`src/rtl/vth_read_detector.sv`:
```
// vth_read_detector: quantise read voltages to MLC levels, align with written levels, count frame errors
//
// Ports:
//   clk, reset (sync, active-low)
//   level_in/level_valid : written level pushed into the alignment FIFO
//   vth_in/vth_valid     : post-retention voltage; each valid pops one written level
//   ref_v1..ref_v3       : read reference voltages
//   start                : clears counters and sticky flags, begins a frame
//   det_valid/det_level/det_written/sym_err : one-cycle-latency detection result
//   busy/done            : frame in progress / frame complete
//   total_cnt/sym_err_cnt/bit_err_cnt : saturating frame statistics
//   ovf/unf              : sticky FIFO overflow / underflow
module vth_read_detector #(
    parameter int VW        = 16,
    parameter int DEPTH     = 32,
    parameter int FRAME_LEN = 327648
) (
    input  logic          clk,
    input  logic          reset,
    input  logic [1:0]    level_in,
    input  logic          level_valid,
    input  logic [VW-1:0] vth_in,
    input  logic          vth_valid,
    input  logic [VW-1:0] ref_v1,
    input  logic [VW-1:0] ref_v2,
    input  logic [VW-1:0] ref_v3,
    input  logic          start,
    output logic          det_valid,
    output logic [1:0]    det_level,
    output logic [1:0]    det_written,
    output logic          sym_err,
    output logic          busy,
    output logic          done,
    output logic [31:0]   total_cnt,
    output logic [31:0]   sym_err_cnt,
    output logic [31:0]   bit_err_cnt,
    output logic          ovf,
    output logic          unf
);
    localparam int AW = $clog2(DEPTH);

    typedef enum logic [1:0] {IDLE, RUN, DONE} state_t;

    state_t        state, next_state;
    logic [1:0]    mem [DEPTH];
    logic [AW-1:0] wr_ptr, rd_ptr;
    logic [AW:0]   count;
    logic          empty, full, pop, push, count_en;
    logic [1:0]    q, head, gx, bit_err;
    logic [31:0]   total_next;

    function automatic logic [31:0] sat_add(input logic [31:0] a, input logic [1:0] b);
        logic [32:0] s;
        s = {1'b0, a} + 33'(b);
        return s[32] ? '1 : s[31:0];
    endfunction

    assign empty = (count == '0);
    assign full  = (count == (AW+1)'(DEPTH));
    assign pop   = vth_valid & ~empty;
    // A pop in the same cycle frees a slot, so a full FIFO still accepts the push.
    assign push  = level_valid & (~full | pop);
    assign head  = mem[rd_ptr];
    // Thermometer count stays meaningful even when the references are unordered.
    assign q     = 2'(vth_in >= ref_v1) + 2'(vth_in >= ref_v2) + 2'(vth_in >= ref_v3);
    assign gx    = (q ^ (q >> 1)) ^ (head ^ (head >> 1));
    assign bit_err = 2'(gx[1]) + 2'(gx[0]);
    // A detection coinciding with start is not counted: start clears instead.
    assign count_en   = pop & (state == RUN) & ~start;
    assign total_next = sat_add(total_cnt, 2'd1);

    always_ff @(posedge clk) begin
        if (!reset)
            state <= IDLE;
        else
            state <= next_state;
    end

    always_comb begin
        next_state = start ? RUN
                   : (count_en && total_next == 32'(FRAME_LEN)) ? DONE
                   : state;
    end

    always_comb begin
        busy = (state == RUN);
        done = (state == DONE);
    end

    always_ff @(posedge clk) begin
        if (push)
            mem[wr_ptr] <= level_in;
    end

    always_ff @(posedge clk) begin
        if (!reset) begin
            wr_ptr <= '0;
            rd_ptr <= '0;
            count  <= '0;
        end else begin
            wr_ptr <= wr_ptr + AW'(push);
            rd_ptr <= rd_ptr + AW'(pop);
            count  <= count + (AW+1)'(push) - (AW+1)'(pop);
        end
    end

    always_ff @(posedge clk) begin
        if (!reset) begin
            det_valid   <= 1'b0;
            det_level   <= '0;
            det_written <= '0;
            sym_err     <= 1'b0;
        end else begin
            det_valid <= pop;
            if (pop) begin
                det_level   <= q;
                det_written <= head;
                sym_err     <= (q != head);
            end
        end
    end

    always_ff @(posedge clk) begin
        if (!reset || start) begin
            total_cnt   <= '0;
            sym_err_cnt <= '0;
            bit_err_cnt <= '0;
        end else if (count_en) begin
            total_cnt   <= total_next;
            sym_err_cnt <= sat_add(sym_err_cnt, 2'(q != head));
            bit_err_cnt <= sat_add(bit_err_cnt, bit_err);
        end
    end

    always_ff @(posedge clk) begin
        if (!reset || start) begin
            ovf <= 1'b0;
            unf <= 1'b0;
        end else begin
            if (level_valid && full && !pop)
                ovf <= 1'b1;
            if (vth_valid && empty)
                unf <= 1'b1;
        end
    end
endmodule

```
`config.mk`:
```
export PLATFORM = sky130hd
export DESIGN_NAME = vth_read_detector
export DESIGN_NICKNAME = d
export VERILOG_FILES = /design/src/rtl/vth_read_detector.sv
export SDC_FILE = /design/constraint.sdc
export NUM_CORES = 1
export LEC_CHECK = 0
export CAP_MARGIN = 10
export CORE_AREA = 4 4 206 208
export CTS_CLUSTER_SIZE = 25
export DETAILED_ROUTE_END_ITERATION = 16
export DIE_AREA = 0 0 210 212
export PLACE_DENSITY = 0.4
export RECOVER_POWER = 50
export SLEW_MARGIN = 20
export SYNTH_ARGS = -nofsm -noshare
export SYNTH_HDL_FRONTEND = slang
export SYNTH_SLANG_ARGS = --single-unit
```
`constraint.sdc`:
```
create_clock -name clk -period 7.6 [get_ports clk]
set_clock_uncertainty 0.05 [all_clocks]
set_input_delay 1.52 -clock clk [delete_from_list [all_inputs] [get_ports clk]]
set_output_delay 1.52 -clock clk [all_outputs]
set_load 0.05 [all_outputs]
```
## Word-level counts from Yosys, hierarchy flattened

Memories as Yosys holds them, arrays and structs flattened. A register that Yosys moved wholly into a read port is not among the register bits.
Cells that the tools add are included.

- Flip-flop bits (word level): 122
- Memory bits (writable): 64
- Bits of input ports: 71
- Output and inout bits: 106
- Logic and storage cells: 63
- Memories kept: 1

- $add $sub $neg: 10
- Magnitude comparators: 3
- Equal/unequal tests: 5
- Mux-type cells: 8
- Bitwise logic cells: 12
- Reduce and logical (&&, ||, !) cells: 10

Memory list:

| name | words | bits a word | rd ports | clocked after memory_dff | write ports | line | source |
|---|---|---|---|---|---|---|---|
| mem | 32 | 2 | 1 | 1 | 1 | 45 | `logic [1:0] mem [DEPTH];` |

Operators by type and width:

| operator | count |
|---|---|
| $mux 32 | 3 |
| $ge 16x16->1 | 3 |
| $add 32x1->33 | 1 |
| $add 32x1->33 const B | 1 |
| $add 32x2->33 | 1 |
| $eq 32x19->1 const B | 1 |
| $add 5x1->5 | 2 |
| $add 6x1->6 | 1 |
| $eq 6x6->1 const B | 1 |
| $logic_not 6->1 | 1 |
| $sub 6x1->6 | 1 |
| $mux 5 | 1 |
| $add 1x1->2 | 2 |
| $and 1x1->1 | 4 |
| $logic_and 1x1->1 | 4 |
| $mux 1 | 4 |
| $not 1->1 | 4 |
| $xor 2x1->2 | 2 |
| $add 2x1->2 | 1 |
| $eq 2x1->1 const B | 1 |
| $eq 2x2->1 const B | 1 |
| $logic_not 1->1 | 2 |
| $ne 2x2->1 | 1 |
| $reduce_bool 2->1 | 1 |
| other kinds (4) | 4 |

## Longest topological paths before layout

Gate-level depths: netlist of the first run.

- Depth after elaboration: 8
- Depth in mapped cells: 23
- Mapped depth without buffers: 22

## Worst setup path before layout of the first run

Ideal clock, no wire load.

- Path type: input to register
- From: input vth_in[0]
- To: register bit_err_cnt[22]
- Library setup time: 0.088 ns
- Arrival: 6.441 ns
- Data required time: 7.462 ns
- Slack: 1.021 ns
- Stages: 23
- Path buffers: 1
- Path through: inv_1 ha_1 nand2b_1 a21oi_1 nor2b_1 o21ai_0 a21oi_1 o41a_1 o21ai_0 fa_1 xnor2_1 xnor2_1 fa_1 inv_1 ha_1 nand2_1 or4_1 buf_2 or4_4 nor4_4 nand3_2 and3_1 a311oi_2

- Word-level cells in the longest chain between the ends: 8
- Elaborated cells on any way between the ends: 10
- Classes of those cells: add/sub (4); order compare (3); mux (1); bitwise (2)

Ends and longest elaborated chain:

| what | line | source |
|---|---|---|
| start, declared | 22 | `input logic [VW-1:0] vth_in,` |
| $ge 16x16->1 | 65 | `assign q = 2'(vth_in >= ref_v1) + 2'(vth_in >= ref_v2) + 2'(vth_in >= ref_v3);` |
| $add 1x1->2 | 65 |  |
| $add 2x1->2 (*) | 65 |  |
| $xor 2x1->2 (*) | 66 | `assign gx = (q ^ (q >> 1)) ^ (head ^ (head >> 1));` |
| $xor 2x2->2 (*) | 66 |  |
| $add 1x1->2 (*) | 67 | `assign bit_err = 2'(gx[1]) + 2'(gx[0]);` |
| $add 32x2->33 (*) | 54 | `s = {1'b0, a} + 33'(b);` |
| $mux 32 (*) | 55 | `return s[32] ? '1 : s[31:0];` |
| end signal, assigned | 131 | `bit_err_cnt <= sat_add(bit_err_cnt, bit_err);` |
| end, declared | 36 | `output logic [31:0] bit_err_cnt,` |

Every way passes the cells marked *; elsewhere a longest branch is shown, timed or not.
A chain may end at the register's enable or synchronous reset.

## Worst setup path after layout of the first run

- From: input vth_in[0]
- To: register bit_err_cnt[26]

Same word-level chain as after synthesis.

==> impl_results.md, run 1 <==
* Status: complete, but fails checks
* Failing checks: max-capacitance violations, max-slew violations
* Root buffer cell: clkbuf_16
* Crit path launch type: input pin
* First-pass GRT wire length at 47850 um
* Final Critical Period at 6.900 ns
* Core area at 0.04055 sq mm
* Vias at 8284
* GPL Wtd Cong at 0.7545
* Switching Fraction at 0.3093
* Die height at 212 um
* CP arrival at 7.12 ns
* Setup violations, final at 0
* CTS tree: done
* Initial antenna violation count at 0
* Clock share of power at 0.359
* Seq cells post-synth at 186
* DP HPWL at 21690 um
* Largest net degree at the start of global routing at 88
* Main combinational cell family by area after synthesis: simple AND/OR/NAND/NOR gates
* CTS Buffer Depth at 2
* F_max at 144.9 MHz
* CP Max Fanout at 7
* Leakage at 5.012 nW
* Area Overhead vs Synth at 29.32%
* Setup bufs post-CTS at 0
* Post-Syn Instances at 1063
* Avg Cell Area, Syn at 9.462 sq um
* Reg2reg start: rd_ptr[1]$_SDFF_PN0_
* Starting density of the core at 0.2480
* Relative slew slack at -0.6477
* Worst r2r path cells at 17
* Fin nets at 1362
* Number of synthesized flops with an enable pin at 64
* Pre-Repair DR Iteration Count at 5
* Inserted Diodes at 0
* Hold Buf Count CTS at 0
* Worst Setup End Kind: flip-flop
* Synth Cell Area at 0.01006 sq mm
* Int Pwr at 1.778 mW
* RR Endpoint: bit_err_cnt[26]$_SDFFE_PP0P_
* Setup tns final at 0 ns
* Synth Area in Compound Gates at 0.1350
* Worst-margin pin slew at 2.472 ns
* CTS Buf Count at 17
* Drt via density at 4.686
* Final period utilization at 0.9079
* Sequential fraction of the synthesis area at 0.4339
* Hold EP: unf$_SDFFE_PP0P_
* Hold crit path type: reg2reg
* H-tree Lvls at 4
* Final Hold Slack at 0.4255 ns
* DRT Wirelength at 30010 um
* Die width at 210 um
* Hold wc startpoint: unf$_SDFFE_PP0P_
* Hold Vio Cnt, Final at 0
* Cell area power density at 197.9 mW/mm^2
* Post-synth ARST share at 0
* Share of layout cells above drive strength 1 at 0.05906
* Vias in the first global route at 8236
* CTS Sinks at 186
* Comb pwr share at 0.216
* Psw at 0.7960 mW
* Row cnt at 74
* Xor and xnor fraction of the mapped netlist area at 0.05921
* Final ANT Viol Nets at 0
* Die ar. at 0.04452 sq mm
* Post-cts sizing count at 0
* RSZ-0062 raised after global routing: no
* Reg-to-reg setup timing slack at 2.56 ns
* Clk slew on worst S/H paths at 0.07 ns
* Clock insertion delay at the later pin of the skew report at 0.45 ns
* DRC errors left at 0
* Mux share of post-synthesis cell area at 0.03894
* # Max-Cap Violations at 2
* Layout fillers at 4216
* Kind of critical path: in2reg
* Ys Warns at 0
* Post-synth top flop: dfxtp_1
* Post-Synth Adder-Cell Area at 0.08683
* Slew Viols, Final at 90
* Routed length per placed instance at 16.97 um
* CP required at 7.82 ns
* Simple-gate area share of the yosys netlist at 0.1988
* I/O pin cnt at 177
* Synthesized Nets at 1202
* Max VDD drop at 0.1508 mV
* GRT Residual Overflow at 0
* Total track usage at 0.1345
* Sequential power share at 0.425
* Hold Path Cell Cnt at 2
* Port Buf Inserts at 176
* Starting DRC count in detailed routing at 498
* Synth cell types at 66
-- critical path, stage by stage --
cell             delay (ns)
clkdlybuf4s50_1        0.46
inv_1                  0.08
ha_1                   0.29
nand2b_1               0.14
a21oi_1                0.16
nor2b_1                0.06
o21ai_0                0.17
a21oi_1                0.10
o41a_1                 0.33
o21ai_0                0.28
fa_1                   0.51
xnor2_1                0.46
xnor2_1                0.14
fa_1                   0.40
inv_1                  0.07
ha_1                   0.15
nand2_1                0.05
or4_1                  0.44
or4_4                  0.54
nor4_4                 0.27
buf_4                  0.20
nand3_1                0.10
mux2i_1                0.16
nor2_1                 0.05
-- state kept, by name, summed over array words and instances (netlist names) --
signal	count
mem	64
bit_err_cnt	32
sym_err_cnt	32
total_cnt	32
count	6
rd_ptr	5
wr_ptr	5
det_level	2
det_written	2
state	2
det_valid	1
ovf	1
sym_err	1
unf	1
-- area by class of cell --
type / count / area, sq um / share of cell area
Multi-Input combinational cell: 751 / 5220 / 0.4013
Sequential cell: 186 / 4364 / 0.3355
Timing Repair Buffer: 194 / 1878 / 0.1444
Tap cell: 532 / 665.6 / 0.05117
Clock buffer: 17 / 425.4 / 0.03270
Inverter: 73 / 274.0 / 0.02107
Clock inverter: 15 / 180.2 / 0.01385
-- placed cells by master (no fill, tap or decap), drive strengths merged, types with 8 or more instances in the layout --
cell type      instances
mux2i                 11
nor2b                  9
a311oi                15
and3                  23
nor3                  22
nor4                  10
xnor2                 31
nand4                 29
nor2                  90
a211oi                11
and2                  21
clkdlybuf4s50         73
buf                   13
inv                   78
o21ai                 20
nand2                 64
dfxtp                122
a21oi                 97
a21o                  19
a31oi                 13
edfxtp                64
nand3                 58
dlygate4sd3          103
xor2                  37
mux4                  12
ha                    65
clkinv                 8
clkbuf                22
and4                  13
-- cells by family (layout without fill, tap and decap cells) --
logic type	count (synthesis)	count (layout)
buffers and inverters	126	299
AOI/OAI and AO/OA	212	212
and+or+nand+nor	379	379
DFF	186	186
adders and majority gates	68	68
muxes	24	24
xor gates and xnor gates	68	68
-- cells in the mapped netlist (4+ instances only) --
cell type / number / area (sq um)
nand3b_1: 5 / 37.54
o21ai_0: 20 / 100.1
o22ai_1: 4 / 25.02
nand2b_1: 7 / 43.79
nor4_1: 9 / 56.30
o211a_1: 7 / 70.07
or4_1: 6 / 45.04
edfxtp_1: 64 / 1922
mux4_2: 12 / 270.3
xnor2_1: 31 / 271.5
ha_1: 65 / 813.3
nand4_1: 29 / 181.4
a311oi_1: 14 / 122.6
o221a_2: 4 / 45.04
nor3_1: 22 / 110.1
clkbuf_1: 48 / 180.2
or3_1: 4 / 25.02
nand3_1: 57 / 285.3
nor2_1: 90 / 337.8
a31oi_1: 13 / 81.33
nor2b_1: 9 / 56.30
inv_1: 72 / 270.3
nand2_1: 64 / 240.2
and2_1: 20 / 125.1
a21oi_1: 97 / 485.5
a21o_1: 19 / 142.6
xor2_1: 37 / 324.1
and3_1: 23 / 143.9
nor3b_1: 4 / 30.03
and4_1: 13 / 113.9
dfxtp_1: 122 / 2442
a211oi_1: 11 / 82.58
o211ai_1: 4 / 30.03
mux2i_1: 11 / 110.1
-- stage by stage --
stage / cells / setup WS, ns / utilization / power (mW) / cell area [sq um]
floorplan: 1063 / 1.021 / - / 1.487 / 10060
global placement: 1735 / 0.2327 / 0.3063 / 1.689 / 12420
detailed placement: 1735 / 0.1701 / 0.3063 / 1.690 / 12420
CTS: 1767 / 0.6453 / 0.3212 / 2.638 / 13030
global route: 1768 / 0.2890 / 0.3207 / 2.729 / 13010
finish: 1768 / 0.6998 / 0.3207 / 2.574 / 13010
-- metal layers --
metal	wire, um	vias up	track usage
met4	304	0	0.03150
met5	0	-	0
met1	14350	3949	0.1859
met2	14320	136	0.2190
met3	1040	18	0.02627
li1	-	4181	-
-- power groups by stage --
stage,Clock [mW],Sequential [mW],Combinational [mW]
after global routing,1.00,1.10,0.623
final,0.925,1.09,0.555
after CTS,0.968,1.10,0.574
after floorplan,0,1.14,0.345
after global placement,0,1.12,0.571
after detailed placement,0,1.12,0.571
-- how the worst max path moves through the flow --
stage                          from                           end  cells after the start
after floorplan           vth_in[0]  bit_err_cnt[22]$_SDFFE_PP0P_                     23
after global placement    vth_in[0]  bit_err_cnt[26]$_SDFFE_PP0P_                     24
after detailed placement  vth_in[0]  bit_err_cnt[22]$_SDFFE_PP0P_                     23
after CTS                 vth_in[0]  bit_err_cnt[26]$_SDFFE_PP0P_                     24
after global routing      vth_in[0]  bit_err_cnt[26]$_SDFFE_PP0P_                     24
final                     vth_in[0]  bit_err_cnt[26]$_SDFFE_PP0P_                     24
(Power assumes the default switching activity.)
==> run 2, diff against run 1 <==
--- a/config.mk
+++ b/config.mk
@@ -6,12 +6,14 @@
 export NUM_CORES = 1
 export LEC_CHECK = 0
 export CAP_MARGIN = 10
-export CORE_AREA = 4 4 206 208
+export CORE_AREA = 4 4 142 144
 export CTS_CLUSTER_SIZE = 25
 export DETAILED_ROUTE_END_ITERATION = 16
-export DIE_AREA = 0 0 210 212
-export PLACE_DENSITY = 0.4
+export DIE_AREA = 0 0 146 148
+export GPL_TIMING_DRIVEN = 0
+export PLACE_DENSITY = 0.76
 export RECOVER_POWER = 50
+export SETUP_SLACK_MARGIN = 0.4
 export SLEW_MARGIN = 20
 export SYNTH_ARGS = -nofsm -noshare
 export SYNTH_HDL_FRONTEND = slang
==> impl_results.md, run 2 (synthesis gave the netlist of run 1 again) <==
* Status: finished, final reports clean
* Cell area power density at 199.9 mW/mm^2
* Largest net degree at the start of global routing at 33
* Final core utilization at 0.6829
* Vias at 8676
* Hold Vio Cnt, Final at 0
* Hold crit path type: reg2reg
* Placed Instances at 1473
* Commonest non-fill, non-tap cell in the layout: dfxtp_1
* Max reg flops at 64
* Total track usage at 0.2366
* Initial antenna violation count at 1
* GRT Residual Overflow at 0
* Starting DRC count in detailed routing at 682
* CTS tree: done
* CP arrival at 7.21 ns
* RSZ-0062 raised after global routing: no
* Layout fillers at 1508
* DRT Wirelength at 25650 um
* Hold Buf Count CTS at 0
* I/O pin cnt at 177
* Kind of critical path: in2reg
* H-tree Lvls at 4
* Fin worst setup slack at 0.6816 ns
* Core area at 0.01871 sq mm
* Root buffer cell: clkbuf_16
* Max VDD drop at 0.1736 mV
* CTS Buffer Depth at 2
* Die ar. at 0.02161 sq mm
* Drt via density at 5.753
* Die height at 148 um
* Total chip power at 2.553 mW
* Cell Count, Final, Fillers Out at 1508
* Final period utilization at 0.9103
* CTS Buf Count at 17
* Largest Register: mem
* Leakage at 5.043 nW
* Final ANT Viol Nets at 0
* Setup violations, final at 0
* First-pass GRT wire length at 42220 um
* Worst Setup End Kind: flip-flop
* Starting density of the core at 0.5377
* GPL Wtd Cong at 0.9086
* DP Worst Slack at -0.1866 ns
* Slew Viols, Final at 0
* Commonest non-fill, non-tap cells in the layout: dfxtp_1, dlygate4sd3_1, a21oi_1, nor2_1, inv_1
* Vias in the first global route at 8390
* CP Max Fanout at 8
* Port Buf Inserts at 176
* Fin nets at 1399
* DRC errors left at 0
* Relative slew slack at 0.1431
* Die width at 146 um
* F_max at 144.5 MHz
* Final Critical Period at 6.918 ns
* # Max-Cap Violations at 0
* Crit path launch type: input pin
* Row cnt at 50
* CP required at 7.89 ns
* DP HPWL at 19210 um
* Clk slew on worst S/H paths at 0.08 ns
* Area Overhead vs Synth at 26.99%
* Pre-Repair DR Iteration Count at 5
* Share of layout cells above drive strength 1 at 0.05342
* Worst-margin pin slew at 1.285 ns
* CTS Sinks at 186
* Clock insertion delay at the later pin of the skew report at 0.44 ns
* Routed length per placed instance at 17.01 um
[run 2: power by group]
part           internal [mW]  leakage [nW]  total, mW  switching, mW
logic                  0.250          3.18      0.553          0.304
registers               1.06          1.56       1.09         0.0276
clock network          0.476         0.300      0.909          0.433
total                   1.79          5.04       2.55          0.765
[run 2: worst paths after layout]
kind	start	endpoint	slack, ns	cells past startpoint
worst max-delay path	vth_in[0]	bit_err_cnt[22]$_SDFFE_PP0P_	0.68	24
worst min-delay path	det_written[0]$_SDFFE_PN0P_	det_written[0]$_SDFFE_PN0P_	0.42	2
worst max register to register	rd_ptr[0]$_SDFF_PN0_	bit_err_cnt[22]$_SDFFE_PP0P_	1.50	20
worst min register to register	det_written[0]$_SDFFE_PN0P_	det_written[0]$_SDFFE_PN0P_	0.42	2
[run 2: area by class of cell]
type	count	area, sq um	share of cell area
Antenna cell	1	2.502	0.0001959
Buffer	53	202.7	0.01587
Clock buffer	17	425.4	0.03330
Clock inverter	15	192.7	0.01508
Inverter	73	274.0	0.02145
Multi-Input combinational cell	751	5249	0.4109
Sequential cell	186	4364	0.3417
Tap cell	234	292.8	0.02292
Timing Repair Buffer	178	1770	0.1386
[run 2: critical path: stages]
cell	delay (ns)
clkdlybuf4s50_1	0.45
inv_1	0.07
ha_1	0.28
nand2b_1	0.14
a21oi_1	0.15
nor2b_1	0.06
o21ai_0	0.16
a21oi_1	0.09
o41a_1	0.33
o21ai_1	0.19
fa_1	0.50
xnor2_2	0.27
xnor2_1	0.12
fa_1	0.40
inv_1	0.07
ha_1	0.15
nand2_1	0.05
or4_1	0.40
buf_2	0.19
or4_4	0.52
nor4_4	0.31
nand3_2	0.24
and3_1	0.28
a311oi_2	0.25
[run 2: per-stage QoR]
stage               setup TNS [ns]  hold slack [ns]  cell area, sq um
floorplan                        0           0.4423             10060
global placement            -1.431           0.4039             12110
detailed placement          -2.904           0.4140             12130
CTS                              0           0.4244             12760
global route                     0           0.4444             12770
finish                           0           0.4173             12770
[run 2: what timing repair did]
item | CTS | global route
setup endpoints to repair | 22 | 22
buffers inserted | 1 | 1
pin swaps | 1 | 1
gates resized for setup | 1 | 5
[run 2: metal layers]
layer | GRT usage | share of wire | wire [um]
met1 | 0.3172 | 0.45 | 11420
met2 | 0.3924 | 0.48 | 12380
met3 | 0.04506 | 0.052 | 1346
met4 | 0.07244 | 0.020 | 512
met5 | 0 | 0 | 0
